**src/rtl/fetch_sequencer.sv**
```systemverilog
// Instruction fetch/issue sequencer: owns the PC, fetches words with a ready
// handshake, presents them to the decoder and resolves jump/branch targets.
module fetch_sequencer #(
    parameter logic [31:0] RESET_PC = 32'h0000_0000
) (
    input  logic        clk,
    input  logic        reset,
    output logic        imem_req,
    output logic [31:0] imem_addr,
    input  logic        imem_ready,
    input  logic [31:0] imem_rdata,
    output logic [31:0] instr,
    output logic [5:0]  opcode,
    output logic        instr_valid,
    input  logic        instr_ack,
    input  logic        Beq,
    input  logic        Bne,
    input  logic        Jump,
    input  logic        zero,
    output logic [31:0] pc,
    output logic [31:0] pc_plus4,
    output logic        trap,
    output logic [31:0] retired
);

    typedef enum logic [1:0] {
        FETCH = 2'd0,
        ISSUE = 2'd1,
        TRAP  = 2'd2
    } state_t;

    localparam int NUM_LEGAL = 6;
    localparam logic [NUM_LEGAL-1:0][5:0] LEGAL_OPS = {
        6'b000000, 6'b100011, 6'b101011, 6'b000100, 6'b000101, 6'b000010
    };

    state_t      state_reg;
    logic [31:0] pc_reg;
    logic [31:0] instr_reg;
    logic [31:0] retired_reg;
    logic        trap_reg;

    logic [NUM_LEGAL-1:0] op_match;
    logic                 fetched_legal;
    logic                 branch_taken;
    logic [31:0]          pc_plus4_next;
    logic [31:0]          pc_next;

    // Legality is judged on the word arriving from memory, before it is latched.
    generate
        for (genvar gi = 0; gi < NUM_LEGAL; gi++) begin : g_legal
            assign op_match[gi] = (imem_rdata[31:26] == LEGAL_OPS[gi]);
        end
    endgenerate

    assign fetched_legal = |op_match;
    assign pc_plus4_next = pc_reg + 32'd4;

    always_comb begin
        branch_taken = (Beq & zero) | (Bne & ~zero);
        if (Jump) begin
            pc_next = {pc_plus4_next[31:28], instr_reg[25:0], 2'b00};
        end else if (branch_taken) begin
            pc_next = pc_plus4_next + {{14{instr_reg[15]}}, instr_reg[15:0], 2'b00};
        end else begin
            pc_next = pc_plus4_next;
        end
    end

    always_ff @(posedge clk) begin
        if (reset) begin
            state_reg   <= FETCH;
            pc_reg      <= RESET_PC;
            instr_reg   <= 32'd0;
            retired_reg <= 32'd0;
            trap_reg    <= 1'b0;
        end else begin
            unique case (state_reg)
                FETCH: begin
                    if (imem_ready) begin
                        instr_reg <= imem_rdata;
                        if (fetched_legal) begin
                            state_reg <= ISSUE;
                        end else begin
                            trap_reg  <= 1'b1;
                            state_reg <= TRAP;
                        end
                    end
                end
                ISSUE: begin
                    if (instr_ack) begin
                        pc_reg      <= pc_next;
                        retired_reg <= retired_reg + 32'd1;
                        state_reg   <= FETCH;
                    end
                end
                TRAP: begin
                    state_reg <= TRAP;
                end
                default: state_reg <= FETCH;
            endcase
        end
    end

    // The request is the only output with a path from an input (reset gating).
    assign imem_req    = (state_reg == FETCH) && !reset;
    assign imem_addr   = pc_reg;
    assign instr       = instr_reg;
    assign opcode      = instr_reg[31:26];
    assign instr_valid = (state_reg == ISSUE);
    assign pc          = pc_reg;
    assign pc_plus4    = pc_plus4_next;
    assign trap        = trap_reg;
    assign retired     = retired_reg;

endmodule

```
**config.mk**
```make
export PLATFORM = sky130hd
export DESIGN_NAME = fetch_sequencer
export DESIGN_NICKNAME = d
export VERILOG_FILES = /design/src/rtl/fetch_sequencer.sv
export SDC_FILE = /design/constraint.sdc
export NUM_CORES = 1
export LEC_CHECK = 0
export ABC_AREA = 1
export ABC_CLOCK_PERIOD_IN_PS = 3000
export CAP_MARGIN = 40
export CORE_ASPECT_RATIO = 1.4
export CORE_MARGIN = 4
export CORE_UTILIZATION = 51
export CTS_BUF_LIST = sky130_fd_sc_hd__clkbuf_8
export DETAILED_ROUTE_END_ITERATION = 16
export GPL_TIMING_DRIVEN = 1
export PLACE_DENSITY = 0.84
export SYNTH_ARGS = -nofsm -noshare
export SYNTH_HDL_FRONTEND = slang
export SYNTH_SLANG_ARGS = --single-unit
```
**constraint.sdc**
```tcl
create_clock -name clk -period 3 [get_ports clk]
set_input_delay 0.3 -clock clk [delete_from_list [all_inputs] [get_ports clk]]
set_output_delay 0.3 -clock clk [all_outputs]
set_load 0.01 [all_outputs]
```
Word-level counts from Yosys, hierarchy flattened
Cells that the tools add are included.

storage, ports and cells
  logic and storage cells = 37
  register bits = 99

operators by class
  bitwise logic cells = 5
  reductions and logical operators = 9
  equal/unequal tests = 9
  add/subtract/negate cells = 3
  multiplexer cells = 6

operator list
  cell                   number
  $mux 32                2
  $add 32x1->32 const B  1
  $add 32x3->32 const B  1
  $add 32x32->32         1
  $eq 6x3->1 const B     2
  $eq 6x6->1 const B     2
  $eq 6x2->1 const B     1
  $logic_not 6->1        1
  $mux 2                 3
  $pmux 2 s3             1
  $reduce_and 2->1       3
  $reduce_or 6->1        1
  $reduce_and 3->1       1
  $and 1x1->1            2
  $eq 2x1->1 const B     1
  $eq 2x2->1 const B     1
  $logic_not 2->1        1
  $ne 2x1->1 const B     1
  $ne 2x2->1 const B     1
  $not 1->1              2
  $logic_and 1x1->1      1
  $logic_not 1->1        1
  $or 1x1->1             1

Longest topological paths before layout
Gate-level depths: netlist (run 1).

  word-level depth = 5
  mapped depth = 23
  mapped depth without buffers = 23

Worst setup path before layout (run 1)
No wires, ideal clock.

  kind = flip-flop to flip-flop
  from = register pc_reg[2] (netlist: imem_addr[2])
  to = register pc_reg[13] (netlist: imem_addr[13])
  clock period less this slack = 2.876 ns
  arrival time = 2.755 ns
  data required time = 2.878 ns
  setup time = 0.122 ns
  buffers on the path = 0
  setup slack = 0.124 ns
  cell stages (with the launch flop) = 19
  path through = dfxtp_1 > ha_1 > nand3_2 > nor2_2 > inv_1 > nor2_2 > xor2_1 > ha_1 > nand2_1 > inv_1 > nand2_1 > nand2_1 > inv_1 > nand2_1 > nand2_1 > nand2_1 > xor2_1 > o21ai_0 > a21oi_1

between the ends
  longest elaborated chain between the ends = 4

RTL lines
  element                 line  source
  start, declared         38    logic [31:0] pc_reg;
  start signal, assigned  92    pc_reg <= pc_next;
  $add 32x3->32           57    assign pc_plus4_next = pc_reg + 32'd4;
  net pc_plus4[8]         21    output logic [31:0] pc_plus4,
  $add 32x32->32          64    pc_next = pc_plus4_next + {{14{instr_reg[15]}}, instr_reg[15:0], 2'b00};
  $mux 32                 63    end else if (branch_taken) begin
  $mux 32                 61    if (Jump) begin

The timed path passes the listed nets, and every way through them passes these cells.
A chain may end at the register's enable or synchronous reset.

Worst setup path in the final report (run 1)
  from = register pc_reg[2] (netlist: imem_addr[2])
  to = register pc_reg[25] (netlist: imem_addr[25])

between the ends
  longest elaborated chain between the ends = 4

RTL lines
  element          line
  $add 32x3->32 *  57
  $add 32x32->32   64
  $mux 32 *        63
  $mux 32 *        61

Mark *: on every way between the ends. The rest lies on a longest branch, timed or not.

==> flow_summary_export.csv, run 1 <==
group,metric,value,unit
pwr,sw_frac_of_total,0.3238,
pwr,power.internal,1.966,mW
pwr,power,2.908,mW
grt,grt_use_met2,0.5812,
synthesis,yosys.area_share.adder,0.06277,
grt,grt_overflow,0,
synthesis,synth-async-reset-ratio,0,
synthesis,synth_top_area_share,0.2524,
grt,antenna_found_initial,0,
layout,drive_above_1_share,0.1659,
setup_path,cpMostUsedCell,"nand2_1",
synthesis,ys_ff_latch,97,
synthesis,netlist_instances,1248,
pwr,pwr-share-comb,0.235,
setup_path,max_stage_delay,0.37,ns
synthesis,synthDistinctLibCells,40,
setup_path,r2r_slack,0.03,ns
timing,setup_violations,0,
timing,max_slew.worst_pin.slew,0.7251,ns
clock_tree,clockRootBuffer,"clkbuf_8",
setup_path,worstReg2RegEnd,"imem_addr[25]",
setup_path,r2r_cells,19,
layout,nNetsFinal,1562,
synthesis,synth_xor_area_frac,0.04212,
placed_design,dp_hpwl,23.12,mm
detailed_routing,ant_nets,0,
detailed_routing,via_per_inst,5.535,
clock_tree,clkSlewWorstSetupHoldPaths,0.10,ns
setup_path,critical_path.startpoint,"imem_addr[2]",
grt,grt_pass1_wl,45.01,mm
grt,track_usage,0.3238,
timing,skew,0.01283,ns
setup_path,path_cells,"ha_2, nand3_4, nor2_4, nand2_1, nor2_1, inv_1, nand2_1, inv_1, ha_1, nand2_2, nor2_1, inv_1, o21bai_1, nand2_1, nand3_1, nand2_1, nand3_1, nand2_1, a21oi_2",
placed_design,post-place-ws,-0.2852,ns
setup_path,critical-path-slowest-cell,"ha_1",
setup_path,worstSetupEndpointType,"flop",
placed_design,place_congestion,0.9999,
synthesis,yosys-top-cells-area,"dfxtp_1 (25%), nand2_1 (14%), a21oi_1 (8.1%)",
synthesis,synth_top_area_cell,"dfxtp_1",
grt,grt_max_degree,77,
synthesis,yosys-top-cells-count,"nand2_1 (291), nor2_1 (163), inv_1 (145)",
grt,grtUsageMet3,0.05380,
clock_tree,cts_tree,"yes",
synthesis,synth_most_common_cell,"nand2_1",
floorplan,dieArea,17140,um^2
synthesis,synth_area_per_cell,6.165,um^2
setup_path,crit_arrival,3.27,ns
clock_tree,hold_buffers,0,
synthesis,yosysSeqAreaShare,0.2524,
timing,tns,0,ns
pwr,sequentialPowerShare,0.479,
pwr,p_clk_frac,0.286,
synthesis,synth_compound_area_frac,0.1690,
layout,multiInputGateArea,5181,um^2
layout,final.fill_count,1239,
grt,grt_pass1_vias,8784,
setup_path,required,3.30,ns
grt,use_met1,0.3636,
setup_path,critPathCapture,"imem_addr[25]",
run_status,outcome,"complete, no violations",
synthesis,synth_edf_count,0,
synthesis,synth_flop_cell,"dfxtp_1",
setup_path,crit_buf_inv,3,
timing,rsz0062_at_grt,"true",
timing,slew_viol_final,0,
layout,seqCellArea,1981,um^2
floorplan,die_h,153.3,um
synthesis,yosysWarnings,0,
detailed_routing,vias,9287,
setup_path,cp_top_family,"simple AND/OR/NAND/NOR gates",
floorplan,ioPinCount,209,
floorplan,core-area,14640,um^2
clock_tree,clock_sinks,97,
timing,timing.hold.ws,0.4940,ns
timing,slew_headroom,0.5159,
synthesis,synth_simple_gate_area_frac,0.3441,
detailed_routing,avgRoutedWirePerCell,17.54,um
detailed_routing,drc,0,
pwr,ir_drop,0.2073,mV
synthesis,muxShareOfSynthArea,0,
timing,fmax,336.4,MHz
pwr,switchingPower,0.9416,mW
detailed_routing,drtPass1Iterations,5,
clock_tree,cts_max_path_buffers,2,
placed_design,port_buffers,202,
detailed_routing,routed_wl,29.43,mm
timing,min_period_over_period,0.9910,
clock_tree,insertion_delay,0.38,ns
grt,busiest_layer,"met2",
setup_path,critical_path_class,"reg -> reg",
setup_path,worst-path-stages,19,
clock_tree,cts_buffers,9,
detailed_routing,drt_iter0_drc,778,
timing,finalHoldViolations,0,
layout,syn_to_final_growth,41.19,%
timing,fin_crit,2.973,ns
synthesis,synth_area,7694,um^2
setup_path,worstReg2RegStart,"imem_addr[2]",
synthesis,synth_top_family_by_area,"simple AND/OR/NAND/NOR gates",
pwr,cellPowerDensity,267.7,nW/um^2
setup_path,critPathLaunchType,"flop",
setup_path,cp_max_fo,4,
floorplan,std_cell_rows,52,
pwr,leakage,4.777,nW
job,drv_cap,0,
floorplan,start_util,0.5256,
clock_tree,htree_levels,3,
floorplan,fp.dieW,111.8,um
worst_hold_path,hp-class,"reg -> reg",
layout,antenna_cells,0,
timing,fin_ws,0.02699,ns
worst register-to-register path: cells and delay by family (launching register included):
kind,cells,cell delay (ns)
flops,1,0.35
fa+ha+maj,2,0.57
simple gates,12,1.42
buf+inv,3,0.23
compound gates,2,0.32
metal layers:
metal,wire length (um),share of wire,vias to the layer above
met4,1760,0.060,0
met3,2032,0.069,116
met2,14820,0.50,439
met5,0,0,-
li1,-,-,4478
met1,10820,0.37,4254
stage by stage:
stage / utilization / instance area, um^2 / instances
6_report: 0.7421 / 10860 / 1678
5_1_grt: 0.7421 / 10860 / 1678
4_1_cts: 0.7105 / 10400 / 1670
3_5_place_dp: 0.6940 / 10160 / 1653
3_3_place_gp: 0.6940 / 10160 / 1653
2_1_floorplan: - / 7712 / 1253
cells in the final DEF, fill, tap and decap left out, drive strengths merged, types with 9 or more instances in the layout:
master,instances
a21oi,126
buf,93
clkbuf,9
clkdlybuf4s50,202
dfxtp,97
ha,37
inv,150
nand2,300
nand3,66
nand4,26
nor2,178
nor3,23
o21ai,99
o21bai,9
xnor2,13
xor2,24
worst min path at each step:
| stage | start | to | slack [ns] | cells after the start |
|---|---|---|---|---|
| after floorplan | imem_ready | state_reg[1] | 0.44 | 2 |
| after detailed placement | trap | trap | 0.47 | 2 |
| after CTS | trap | trap | 0.50 | 2 |
| after global placement | trap | trap | 0.45 | 2 |
| after global routing | imem_ready | state_reg[1] | 0.49 | 3 |
| final | trap | trap | 0.49 | 2 |
final cells by class:
type | instances | area share
clock inverters | 7 | 0.005989
inverters | 147 | 0.05079
clock buffers | 9 | 0.01140
repair buffers | 295 | 0.2507
multi-input cells | 934 | 0.4770
well taps | 189 | 0.02177
flip-flops and latches | 97 | 0.1823
power groups by stage:
stage                     registers (mW)  logic (mW)  clock network [mW]
after floorplan                     1.43       0.323                   0
after global placement              1.42       0.639                   0
after detailed placement            1.42       0.649                   0
after CTS                           1.39       0.655               0.842
after global routing                1.40       0.742               0.907
final                               1.39       0.683               0.831
what timing repair did:
action,4_1_cts,5_1_grt
buffers inserted,1,8
resized for setup,15,108
endpoints found under the setup margin,12,21
pin swaps,2,26
kinds of logic after synthesis:
group                    after synthesis
other                                  1
buffers and inverters                222
AND/OR/NAND/NOR                      605
adder cells (fa/ha/maj)               38
XOR/XNOR                              37
AO/OA/AOI/OAI                        248
flip-flops                            97
No activity file was read; power rests on OpenSTA's default activity.
==> run 2: changes to the inputs <==
--- a/config.mk
+++ b/config.mk
@@ -10,5 +10,7 @@
 export CAP_MARGIN = 40
+export CELL_PAD_IN_SITES_DETAIL_PLACEMENT = 1
+export CELL_PAD_IN_SITES_GLOBAL_PLACEMENT = 1
 export CORE_ASPECT_RATIO = 1.4
 export CORE_MARGIN = 4
-export CORE_UTILIZATION = 51
+export CORE_UTILIZATION = 34
 export CTS_BUF_LIST = sky130_fd_sc_hd__clkbuf_8
@@ -16,3 +18,3 @@
 export GPL_TIMING_DRIVEN = 1
-export PLACE_DENSITY = 0.84
+export PLACE_DENSITY_LB_ADDON = 0.1
 export SYNTH_ARGS = -nofsm -noshare
--- a/constraint.sdc
+++ b/constraint.sdc
@@ -3,2 +3,2 @@
 set_output_delay 0.3 -clock clk [all_outputs]
-set_load 0.01 [all_outputs]
+set_load 0.05 [all_outputs]
==> run 2 against run 1 <==
Against the previous run: setup slack got worse by 0.036 ns; sequential power barely moved; the flow now finishes with violations (negative setup slack); register-to-register slack got worse by 0.04 ns; largest cell class unchanged.
==> flow_summary_export.csv, run 2 (synthesized netlist as in run 1, its figures left out) <==
group,metric,value,unit
run_status,outcome,"finished, violations left",
run_status,failed_checks,"negative setup slack",
clock_tree,cts_tree,"yes",
setup_path,worstReg2RegStart,"imem_addr[11]",
grt,use_met1,0.2938,
layout,seqCellArea,1982,um^2
clock_tree,insertion_delay,0.37,ns
setup_path,max_stage_delay,0.39,ns
grt,grt_pass1_vias,9864,
layout,final.fill_count,2919,
detailed_routing,drt_iter0_drc,300,
pwr,ir_drop,0.2320,mV
clock_tree,clock_sinks,97,
timing,finalHoldViolations,0,
worst_hold_path,min-delay-start,"trap",
floorplan,fp.dieW,135.1,um
setup_path,worstReg2RegEnd,"imem_addr[22]",
detailed_routing,vias,9280,
grt,grt_overflow,0,
clock_tree,hold_buffers,0,
layout,drive_above_1_share,0.2177,
timing,timing.hold.ws,0.4906,ns
layout,final_cells,1808,
setup_path,r2r_slack,-0.009,ns
layout,antenna_cells,0,
grt,grt_use_met2,0.4988,
timing,setup_violations,1,
timing,slew_headroom,0.4954,
floorplan,ioPinCount,209,
detailed_routing,drc,0,
setup_path,critPathLaunchType,"flop",
placed_design,dp_hpwl,27.58,mm
worst_hold_path,hold_end,"trap",
clock_tree,cts_buffers,9,
timing,rsz0062_at_grt,"true",
layout,final_common_cell,"nand2_1",
setup_path,critical_path_class,"reg -> reg",
floorplan,start_util,0.3481,
setup_path,cp_top_family,"simple AND/OR/NAND/NOR gates",
setup_path,worstSetupEndpointType,"flop",
floorplan,std_cell_rows,64,
grt,grt_pass1_wl,52.40,mm
pwr,leakage,5.069,nW
setup_path,r2r_cells,17,
placed_design,place_congestion,0.9071,
floorplan,die_h,186.0,um
setup_path,critical-path-slowest-cell,"dfxtp_2",
timing,slew_viol_final,0,
timing,min_period_over_period,1.003,
placed_design,dpl.cell_count,1782,
layout,syn_to_final_growth,49.88,%
detailed_routing,drtPass1Iterations,5,
pwr,cellPowerDensity,280.3,nW/um^2
timing,fin_ws,-0.009424,ns
layout,nNetsFinal,1584,
detailed_routing,ant_nets,0,
detailed_routing,via_per_inst,5.133,
setup_path,crit_buf_inv,2,
layout,multiInputGateArea,5520,um^2
setup_path,crit_arrival,3.27,ns
placed_design,port_buffers,202,
clock_tree,htree_levels,3,
clock_tree,clockRootBuffer,"clkbuf_8",
setup_path,path_cells,"nand2_1, nor2_2, nand4_1, nor2_1, nand2_1, xor2_1, inv_1, ha_4, nand2_1, nor3_2, inv_1, nor2_2, nand4_1, nand4_1, nand3_1, nand2_1, a21oi_1",
grt,grt_max_degree,77,
floorplan,dieArea,25130,um^2
job,drv_cap,0,
worst_hold_path,hp-class,"reg -> reg",
clock_tree,cts_max_path_buffers,2,
setup_path,required,3.26,ns
setup_path,cp_max_fo,4,
worst_hold_path,min_path_cells,2,
setup_path,critical_path.startpoint,"imem_addr[11]",
clock_tree,clkSlewWorstSetupHoldPaths,0.12,ns
timing,skew,0.01561,ns
setup_path,cpMostUsedCell,"nand2_1",
floorplan,core-area,22100,um^2
timing,fmax,332.3,MHz
detailed_routing,avgRoutedWirePerCell,19.09,um
grt,grtUsageMet3,0.02893,
layout,mostFrequentLayoutCells,"nand2_1 (259), clkdlybuf4s50_1 (187), nor2_1 (135)",
grt,track_usage,0.2650,
detailed_routing,routed_wl,34.52,mm
timing,fin_crit,3.009,ns
grt,busiest_layer,"met2",
grt,antenna_found_initial,0,
timing,max_slew.worst_pin.slew,0.7541,ns
run 2: through the flow:
step	utilization	setup TNS (ns)	area [um^2]	total power, mW	setup slack, ns
after detailed placement	0.4812	-3.310	10640	2.325	-0.4500
final	0.5217	-0.009424	11530	3.232	-0.009424
after floorplan	-	-0.01649	7889	1.971	-0.01649
after CTS	0.4994	-0.05279	11040	3.225	-0.01897
after global routing	0.5217	-1.051	11530	3.397	-0.1764
after global placement	0.4812	-2.515	10640	2.310	-0.3971
run 2: power breakdown:
part / switching (mW) / internal [mW]
Combinational: 0.615 / 0.345
Clock: 0.536 / 0.345
Sequential: 0.0617 / 1.33
Total: 1.21 / 2.02
run 2: cell type report:
type                       count  area share
tap                          297     0.03223
sequential                    97      0.1719
inverter                     147     0.04818
clock inverter                 6    0.004991
clock buffer                  10     0.01194
multi-input combinational    934      0.4787
timing repair buffer         317      0.2521
run 2: worst max path at each step:
stage / endpoint / slack (ns) / depth (start not counted)
global route: imem_addr[31] / -0.18 / 22
detailed placement: imem_addr[23] / -0.45 / 19
CTS: imem_addr[23] / -0.02 / 20
global placement: imem_addr[29] / -0.40 / 16
floorplan: imem_addr[25] / -0.02 / 15
finish: imem_addr[22] / -0.009 / 17
run 2: timing repair:
item | in CTS | in global routing
pin swaps | 12 | 32
gates cloned | 0 | 0
setup buffers | 2 | 8
gates resized for setup | 48 | 105
endpoints found under the setup margin | 18 | 33
run 2: routing by layer:
| layer | wire, um | vias to the layer above |
|---|---|---|
| met5 | 0 | - |
| met4 | 1702 | 0 |
| met3 | 1040 | 79 |
| met2 | 18260 | 211 |
| met1 | 13520 | 4481 |
| li1 | - | 4509 |
run 2: worst reg2reg max path, delay by kind of cell (launching register included):
family / cells / cell delay (ns)
AOI/OAI and AO/OA: 1 / 0.05
xor gates and xnor gates: 1 / 0.20
adders and majority gates: 1 / 0.31
buffers and inverters: 2 / 0.26
DFF: 1 / 0.39
and+or+nand+nor: 12 / 1.70
